**src/rtl/shift_arbiter.sv**
```systemverilog
// shift_arbiter: two ports share one barrel shifter via round-robin issue.
// Optional SHIFT_ARB_STALLCNT_EN adds per-port stall counters.

module shifter (
  input  logic [2:0]  mode_i,
  input  logic [4:0]  amt_i,
  input  logic [31:0] data_i,
  output logic [31:0] data_o
);
  // Mode-selected shift; modes other than SRL/SRA shift left
  always_comb begin
    data_o = data_i << amt_i;
    unique case (mode_i)
      3'b010:  data_o = data_i >> amt_i;
      3'b011:  data_o = 32'($signed(data_i) >>> amt_i);
      default: data_o = data_i << amt_i;
    endcase
  end
endmodule

module shift_arbiter #(
  parameter int DW   = 32,
  parameter int TAGW = 4
) (
  input  logic              clk,
  input  logic              rst,
  input  logic [1:0]        req_valid,
  output logic [1:0]        req_ready,
  input  logic [5:0]        req_mode,
  input  logic [1:0]        req_src,
  input  logic [9:0]        req_shamt,
  input  logic [2*DW-1:0]   req_rshamt,
  input  logic [2*DW-1:0]   req_data,
  input  logic [2*TAGW-1:0] req_tag,
  output logic [1:0]        resp_valid,
  input  logic [1:0]        resp_ready,
  output logic [2*DW-1:0]   resp_data,
  output logic [2*TAGW-1:0] resp_tag
`ifdef SHIFT_ARB_STALLCNT_EN
  ,
  output logic [31:0]       stall_cnt0,
  output logic [31:0]       stall_cnt1
`endif
);

  logic [1:0]      elig, gnt;
  logic            sel, src;
  logic            rr_q, rr_d;
  logic            iss_vld_q, iss_vld_d;
  logic            iss_own_q, iss_own_d;
  logic [2:0]      iss_mode_q, iss_mode_d;
  logic [4:0]      iss_amt_q, iss_amt_d;
  logic [DW-1:0]   iss_data_q, iss_data_d;
  logic [TAGW-1:0] iss_tag_q, iss_tag_d;
  logic [DW-1:0]   shf_out;
  logic [1:0]      rv_q, rv_d;
  logic [2*DW-1:0] rd_q, rd_d;
  logic [2*TAGW-1:0] rt_q, rt_d;
  logic            unused_rshamt;

  assign unused_rshamt = ^{req_rshamt[2*DW-1:DW+5],
                           req_rshamt[DW-1:5]};

  // A port is blocked while its result is still in flight or unconsumed
  always_comb begin
    elig[0] = req_valid[0] & (~rv_q[0] | resp_ready[0])
            & ~(iss_vld_q & ~iss_own_q);
    elig[1] = req_valid[1] & (~rv_q[1] | resp_ready[1])
            & ~(iss_vld_q & iss_own_q);
    if (rst)
      gnt = 2'b00;
    else if (&elig)
      gnt = rr_q ? 2'b10 : 2'b01;
    else
      gnt = elig;
    sel  = gnt[1];
    rr_d = (|gnt) ? gnt[0] : rr_q;
  end

  // Select the granted port's fields into the issue register
  always_comb begin
    src        = req_src[sel];
    iss_vld_d  = |gnt;
    iss_own_d  = iss_own_q;
    iss_mode_d = iss_mode_q;
    iss_amt_d  = iss_amt_q;
    iss_data_d = iss_data_q;
    iss_tag_d  = iss_tag_q;
    if (|gnt) begin
      iss_own_d  = sel;
      iss_mode_d = sel ? req_mode[5:3] : req_mode[2:0];
      if (src)
        iss_amt_d = sel ? req_rshamt[DW+4:DW] : req_rshamt[4:0];
      else
        iss_amt_d = sel ? req_shamt[9:5] : req_shamt[4:0];
      iss_data_d = sel ? req_data[2*DW-1:DW] : req_data[DW-1:0];
      iss_tag_d  = sel ? req_tag[2*TAGW-1:TAGW] : req_tag[TAGW-1:0];
    end
  end

  // Issue stage and round-robin pointer
  always_ff @(posedge clk or posedge rst) begin
    if (rst) begin
      rr_q       <= 1'b0;
      iss_vld_q  <= 1'b0;
      iss_own_q  <= 1'b0;
      iss_mode_q <= '0;
      iss_amt_q  <= '0;
      iss_data_q <= '0;
      iss_tag_q  <= '0;
    end else begin
      rr_q       <= rr_d;
      iss_vld_q  <= iss_vld_d;
      iss_own_q  <= iss_own_d;
      iss_mode_q <= iss_mode_d;
      iss_amt_q  <= iss_amt_d;
      iss_data_q <= iss_data_d;
      iss_tag_q  <= iss_tag_d;
    end
  end

  shifter shifter (
    .mode_i (iss_mode_q),
    .amt_i  (iss_amt_q),
    .data_i (iss_data_q),
    .data_o (shf_out)
  );

  // Result buffers: drain on handshake, refill from the issue stage
  always_comb begin
    rv_d = rv_q & ~resp_ready;
    rd_d = rd_q;
    rt_d = rt_q;
    if (iss_vld_q) begin
      if (iss_own_q) begin
        rv_d[1]               = 1'b1;
        rd_d[2*DW-1:DW]       = shf_out;
        rt_d[2*TAGW-1:TAGW]   = iss_tag_q;
      end else begin
        rv_d[0]               = 1'b1;
        rd_d[DW-1:0]          = shf_out;
        rt_d[TAGW-1:0]        = iss_tag_q;
      end
    end
  end

  // Result buffer registers
  always_ff @(posedge clk or posedge rst) begin
    if (rst) begin
      rv_q <= '0;
      rd_q <= '0;
      rt_q <= '0;
    end else begin
      rv_q <= rv_d;
      rd_q <= rd_d;
      rt_q <= rt_d;
    end
  end

  assign req_ready  = gnt;
  assign resp_valid = rv_q;
  assign resp_data  = rd_q;
  assign resp_tag   = rt_q;

`ifdef SHIFT_ARB_STALLCNT_EN
  logic [31:0] sc0_q, sc0_d, sc1_q, sc1_d;

  // Saturating count of cycles a valid request is held off
  always_comb begin
    sc0_d = sc0_q;
    sc1_d = sc1_q;
    if (req_valid[0] & ~gnt[0] & ~&sc0_q) sc0_d = sc0_q + 32'd1;
    if (req_valid[1] & ~gnt[1] & ~&sc1_q) sc1_d = sc1_q + 32'd1;
  end

  // Stall counter registers
  always_ff @(posedge clk or posedge rst) begin
    if (rst) begin
      sc0_q <= '0;
      sc1_q <= '0;
    end else begin
      sc0_q <= sc0_d;
      sc1_q <= sc1_d;
    end
  end

  assign stall_cnt0 = sc0_q;
  assign stall_cnt1 = sc1_q;
`endif

endmodule

```
**config.mk**
```make
export PLATFORM = sky130hd
export DESIGN_NAME = shift_arbiter
export DESIGN_NICKNAME = d
export VERILOG_FILES = /design/src/rtl/shift_arbiter.sv
export SDC_FILE = /design/constraint.sdc
export NUM_CORES = 1
export LEC_CHECK = 0
export CAP_MARGIN = 20
export CELL_PAD_IN_SITES_DETAIL_PLACEMENT = 2
export CELL_PAD_IN_SITES_GLOBAL_PLACEMENT = 2
export CORE_MARGIN = 1
export CORE_UTILIZATION = 27
export CTS_CLUSTER_DIAMETER = 200
export DETAILED_ROUTE_END_ITERATION = 6
export HOLD_SLACK_MARGIN = 0.12
export PLACE_DENSITY_LB_ADDON = 0.1
export SLEW_MARGIN = 25
export SYNTH_ARGS = -nofsm -noshare
export SYNTH_HDL_FRONTEND = slang
export SYNTH_SLANG_ARGS = --single-unit
```
**constraint.sdc**
```tcl
create_clock -name clk -period 3.6 [get_ports clk]
set_clock_uncertainty 0.15 [all_clocks]
set_input_delay 0.54 -clock clk [delete_from_list [all_inputs] [get_ports clk]]
set_output_delay 0.54 -clock clk [all_outputs]
set_load 0.005 [all_outputs]
```
**Word-level counts from Yosys, hierarchy flattened**

Cells that the tools add are included.

- Register bits: 121
- Input port bits: 160
- Output and inout bits: 76

- Magnitude comparators: 1
- Equality and inequality tests: 2
- Shifts and indexed selects: 3
- Muxes and demuxes: 15
- Bitwise logic cells: 15
- Reductions and logical operators: 4

Operators by type and width:

| kind | number |
|---|---|
| 32-bit one-hot mux with 2 select lines | 1 |
| 32-bit 2-to-1 mux | 1 |
| 32-bit by 5-bit left shift with 32-bit output | 1 |
| 32-bit by 5-bit right shift with 32-bit output | 1 |
| 32-bit by 5-bit >>> shifter with 32-bit output | 1 |
| 5-bit 2-to-1 mux | 3 |
| 2-bit 2-to-1 mux | 4 |
| 1-bit AND | 6 |
| 3-bit by 2-bit equality test with 1-bit output (second input constant) | 2 |
| 2-bit AND reduction | 3 |
| 1-bit NOT | 5 |
| 1-bit 2-to-1 mux | 4 |
| 4-bit 2-to-1 mux | 1 |
| 3-bit 2-to-1 mux | 1 |
| 2-bit AND | 1 |
| 1-bit by 2-bit < comparator with 1-bit output (second input constant) | 1 |
| 2-bit NOT | 1 |
| 1-bit bitwise OR | 2 |
| 2-bit OR reduction | 1 |

**Logic depth before layout (Yosys ltp)**

- Depth in word-level cells: 10
- Depth in mapped cells: 11
- Mapped depth without buffers: 6

**Modules after synthesis**

Synthesis repeated with hierarchy kept, for this count alone.

- Cell total of the unflattened synthesis: 814
- Area total of the unflattened synthesis: 9073.7 sq um

Modules (own cells, without submodules):

| module | instances | cells each | area an instance (sq um) | sequential area each (sq um) |
|---|---|---|---|---|
| shift_arbiter | 1 | 332 | 4908.5 | 3027.9 |
| shifter | 1 | 482 | 4165.2 | 0.0 |

**Least setup slack after synthesis**

OpenSTA, ideal clock, no wires.

- Kind: register to register
- From: register iss_amt_q[1]
- To: register rd_q[13], in the netlist resp_data[13]
- Arrival time: 2062 ps
- Required time: 3316 ps
- Slack: 1254 ps
- Stages on the path, launching flop included: 10
- Buffers on the path: 3
- Path through: dfrtp_1 buf_6 buf_12 buf_6 nor2_1 mux2_2 a211oi_2 o211ai_1 a311oi_1 o31ai_1

- Longest elaborated chain between the ends: 2
- Elaborated cells on any way between the ends: 4

Ends and longest elaborated chain:

| item | line | text |
|---|---|---|
| start, declared | 52 | `logic [4:0] iss_amt_q, iss_amt_d;` |
| start signal, assigned | 116 | `iss_amt_q <= iss_amt_d;` |
| 32-bit by 5-bit left shift with 32-bit output, or another cell as far along | 16 | `default: data_o = data_i << amt_i;` |
| 32-bit one-hot mux with 2 select lines (*) | 13 | `unique case (mode_i)` |
| end signal, assigned | 155 | `rd_q <= rd_d;` |
| end, declared | 57 | `logic [2*DW-1:0] rd_q, rd_d;` |

Mark *: on every way between the ends. The rest lies on a longest branch, timed or not.
A chain may end at the register's enable or synchronous reset.

**Final worst setup path**

- From: register iss_amt_q[1]
- To: register rd_q[23], in the netlist resp_data[23]

Same word-level chain as after synthesis.

==> results.json <==
{
  "drv_slew": 0,
  "gp_congestion": 1.041,
  "synth_top_cell_by_area": "dfrtp_1",
  "initial_core_util": 0.2741,
  "htree_num_levels": 4,
  "synth_nets": 1279,
  "vias": 10164,
  "ys_top_cells_by_area": "dfrtp_1 31%, mux2i_1 10%, nand2_1 5.3%, mux2_2 4.5%, a221o_1 4.1%",
  "dpl.hpwl_um": 38000,
  "grt_max_degree": 71,
  "rr_worst_depth": 7,
  "slew_headroom": 0.3666,
  "syn_avg_cell_area_um2": 8.692,
  "power.leakage_nw": 5.303,
  "cts_root_buf": "clkbuf_16",
  "layout_common_cells": "181 x clkdlybuf4s50_1, 136 x nand2_1, 118 x dfrtp_1",
  "report.power.total_mw": 12.30,
  "ir_drop_v": 0.0004090,
  "synth_compound_area_frac": 0.2418,
  "synth.distinct_cells": 77,
  "synth_mux_area_frac": 0.1995,
  "clk_pin_slew_worst_paths_ns": 0.06,
  "drcViolationCount": 0,
  "layout_commonest_cell": "clkdlybuf4s50_1",
  "clock_path_buffers": 2,
  "numCtsBuffers": 17,
  "core.rowCount": 69,
  "stdcell_area_um2": 13020,
  "synth_edf_count": 0,
  "drv_cap": 0,
  "synth_top_family_by_area": "compound AO/OA/AOI/OAI gates",
  "grtUsageTotal": 0.2736,
  "ys_seq_elements": 121,
  "cts_hold_buf": 0,
  "startpoint_type": "flop",
  "grt_overflow": 0,
  "vias_per_cell": 5.707,
  "layout.cells.non_filler": 1781,
  "hold_path_depth": 2,
  "clock_latency_ns": 0.46,
  "power_density_nw_per_um2": 944.7,
  "max_freq_mhz": 296.4,
  "drt-initial-drc-count": 632,
  "rsz0062_at_grt": "no",
  "cts_tree": "done",
  "worst-setup-path-type": "reg -> reg",
  "diodes": 0,
  "dp_cells": 1749,
  "ys_async_sr_fraction": 1.000,
  "cts_setup_buffers": 0,
  "seq_power_share": 0.214,
  "p_int_mw": 6.290,
  "antenna_found_initial": 1,
  "postCtsResizedCells": 0,
  "syn2layout_area_growth_pct": 33.88,
  "outcome": "finished, final reports clean",
  "num_io_pins": 236,
  "cts_sinks": 121,
  "netlist_instances": 1119,
  "die_h_um": 191.8,
  "grt_pass1_wl_um": 72770,
  "synthSimpleGateAreaFrac": 0.1820,
  "holdCritPathClass": "reg -> reg",
  "clockPowerShare": 0.145,
  "synth_top_area_share": 0.3113,
  "seq_area_frac_synth": 0.3113,
  "setup_violations": 0,
  "min_period_ns": 3.374,
  "power_switching_mw": 6.013,
  "die_area_um2": 36790,
  "wire_per_inst_um": 27.73,
  "crit_fanout": 35,
  "ys_warn_count": 0,
  "core-area_um2": 35480,
  "placed_area_um2": 12430,
  "p_sw_frac": 0.4887,
  "drt_wl_total_um": 49380,
  "finalCritPeriodShare": 0.9371,
  "drive_gt1_frac": 0.1758,
  "io_buffer_count": 181,
  "drt_pass1_iterations": 4,
  "worst_slew_pin_slew_ns": 0.9501,
  "combPwrFrac": 0.641,
  "end_kind": "flop",
  "fin_setup_tns_ns": 0,
  "fin_nets": 1467,
  "dp_slack_ns": 0.2049,
  "drt.antenna.violating_nets": 0,
  "crit_required_ns": 3.77,
  "synth_xor_xnor_area_share": 0,
  "whs_ns": 0.3265,
  "crit_arrival_ns": 3.54,
  "die_w_um": 191.8,
  "finalHoldViolations": 0,
  "utilization": 0.3670,
  "synthAdderAreaFrac": 0,
  "timing.final.ws_setup_ns": 0.2264,
  "synth_ff_type": "dfrtp_1",
  "grt_pass1_vias": 10595,
  "synth_area_um2": 9727
}
-- final timing paths --
path                                           start                        end  slack (ns)
setup / recovery            iss_amt_q[1]$_DFFE_PP0P_  resp_data[23]$_DFFE_PP0P_        0.23
hold / removal             resp_data[35]$_DFFE_PP0P_  resp_data[35]$_DFFE_PP0P_        0.33
setup reg to reg            iss_amt_q[1]$_DFFE_PP0P_  resp_data[23]$_DFFE_PP0P_        0.23
hold reg to reg            resp_data[35]$_DFFE_PP0P_  resp_data[35]$_DFFE_PP0P_        0.33
max in group asynchronous                        rst   iss_amt_q[1]$_DFFE_PP0P_        2.15
min in group asynchronous                        rst   iss_amt_q[3]$_DFFE_PP0P_        0.49
-- power groups by stage --
stage	clock [mW]	combinational, mW	sequential [mW]
floorplan	0	4.25	2.25
global route	1.89	8.30	2.73
CTS	1.84	7.77	2.65
finish	1.78	7.88	2.64
global placement	0	7.66	2.64
detailed placement	0	7.73	2.67
-- layer usage --
metal  vias to the layer above  GRT usage  routed length [um]
met5                         -          0                   0
met3                        68    0.04422                2476
met1                      5184     0.3810               23170
met4                         0     0.1013                1465
met2                       321     0.4222               22280
li1                       4591          -                   -
-- area by class of cell --
class,count,area [um2]
fillers,4005,22460
multi-input cells,869,6087
inverters,10,41.29
flip-flops and latches,121,3034
clock buffers,17,425.4
clock inverters,15,167.7
repair buffers,288,2690
well taps,461,576.8
-- registers in the layout (all words and copies together), names as in the netlist --
register / cells
resp_data: 64
rr_q: 1
iss_own_q: 1
iss_amt_q: 5
resp_valid: 2
iss_data_q: 32
iss_vld_q: 1
resp_tag: 8
iss_mode_q: 3
iss_tag_q: 4
-- critical path: stages, from the launching register on --
cell,delay (ns)
dfrtp_4,0.75
mux2i_2,0.55
mux2i_1,0.30
nand2_1,0.13
o2111ai_1,0.31
a2111oi_1,0.72
buf_4,0.23
o21ai_1,0.06
-- cells by family after synthesis --
logic type	Yosys count
AOI/OAI and AO/OA	325
buffers and inverters	129
DFF	121
and+or+nand+nor	380
muxes	164
-- synthesized netlist by cell type (all sizes together) (20+ instances only) --
cell type and instances:
a21oi 37, a221o 40, a31oi 20, and2 46, buf 50, clkbuf 69
dfrtp 121, mux2 44, mux2i 104, nand2 137, nand3 27, nor2 90
nor3 22, o21ai 69, o22ai 35
Note: power is estimated with default switching activity, not from simulation.
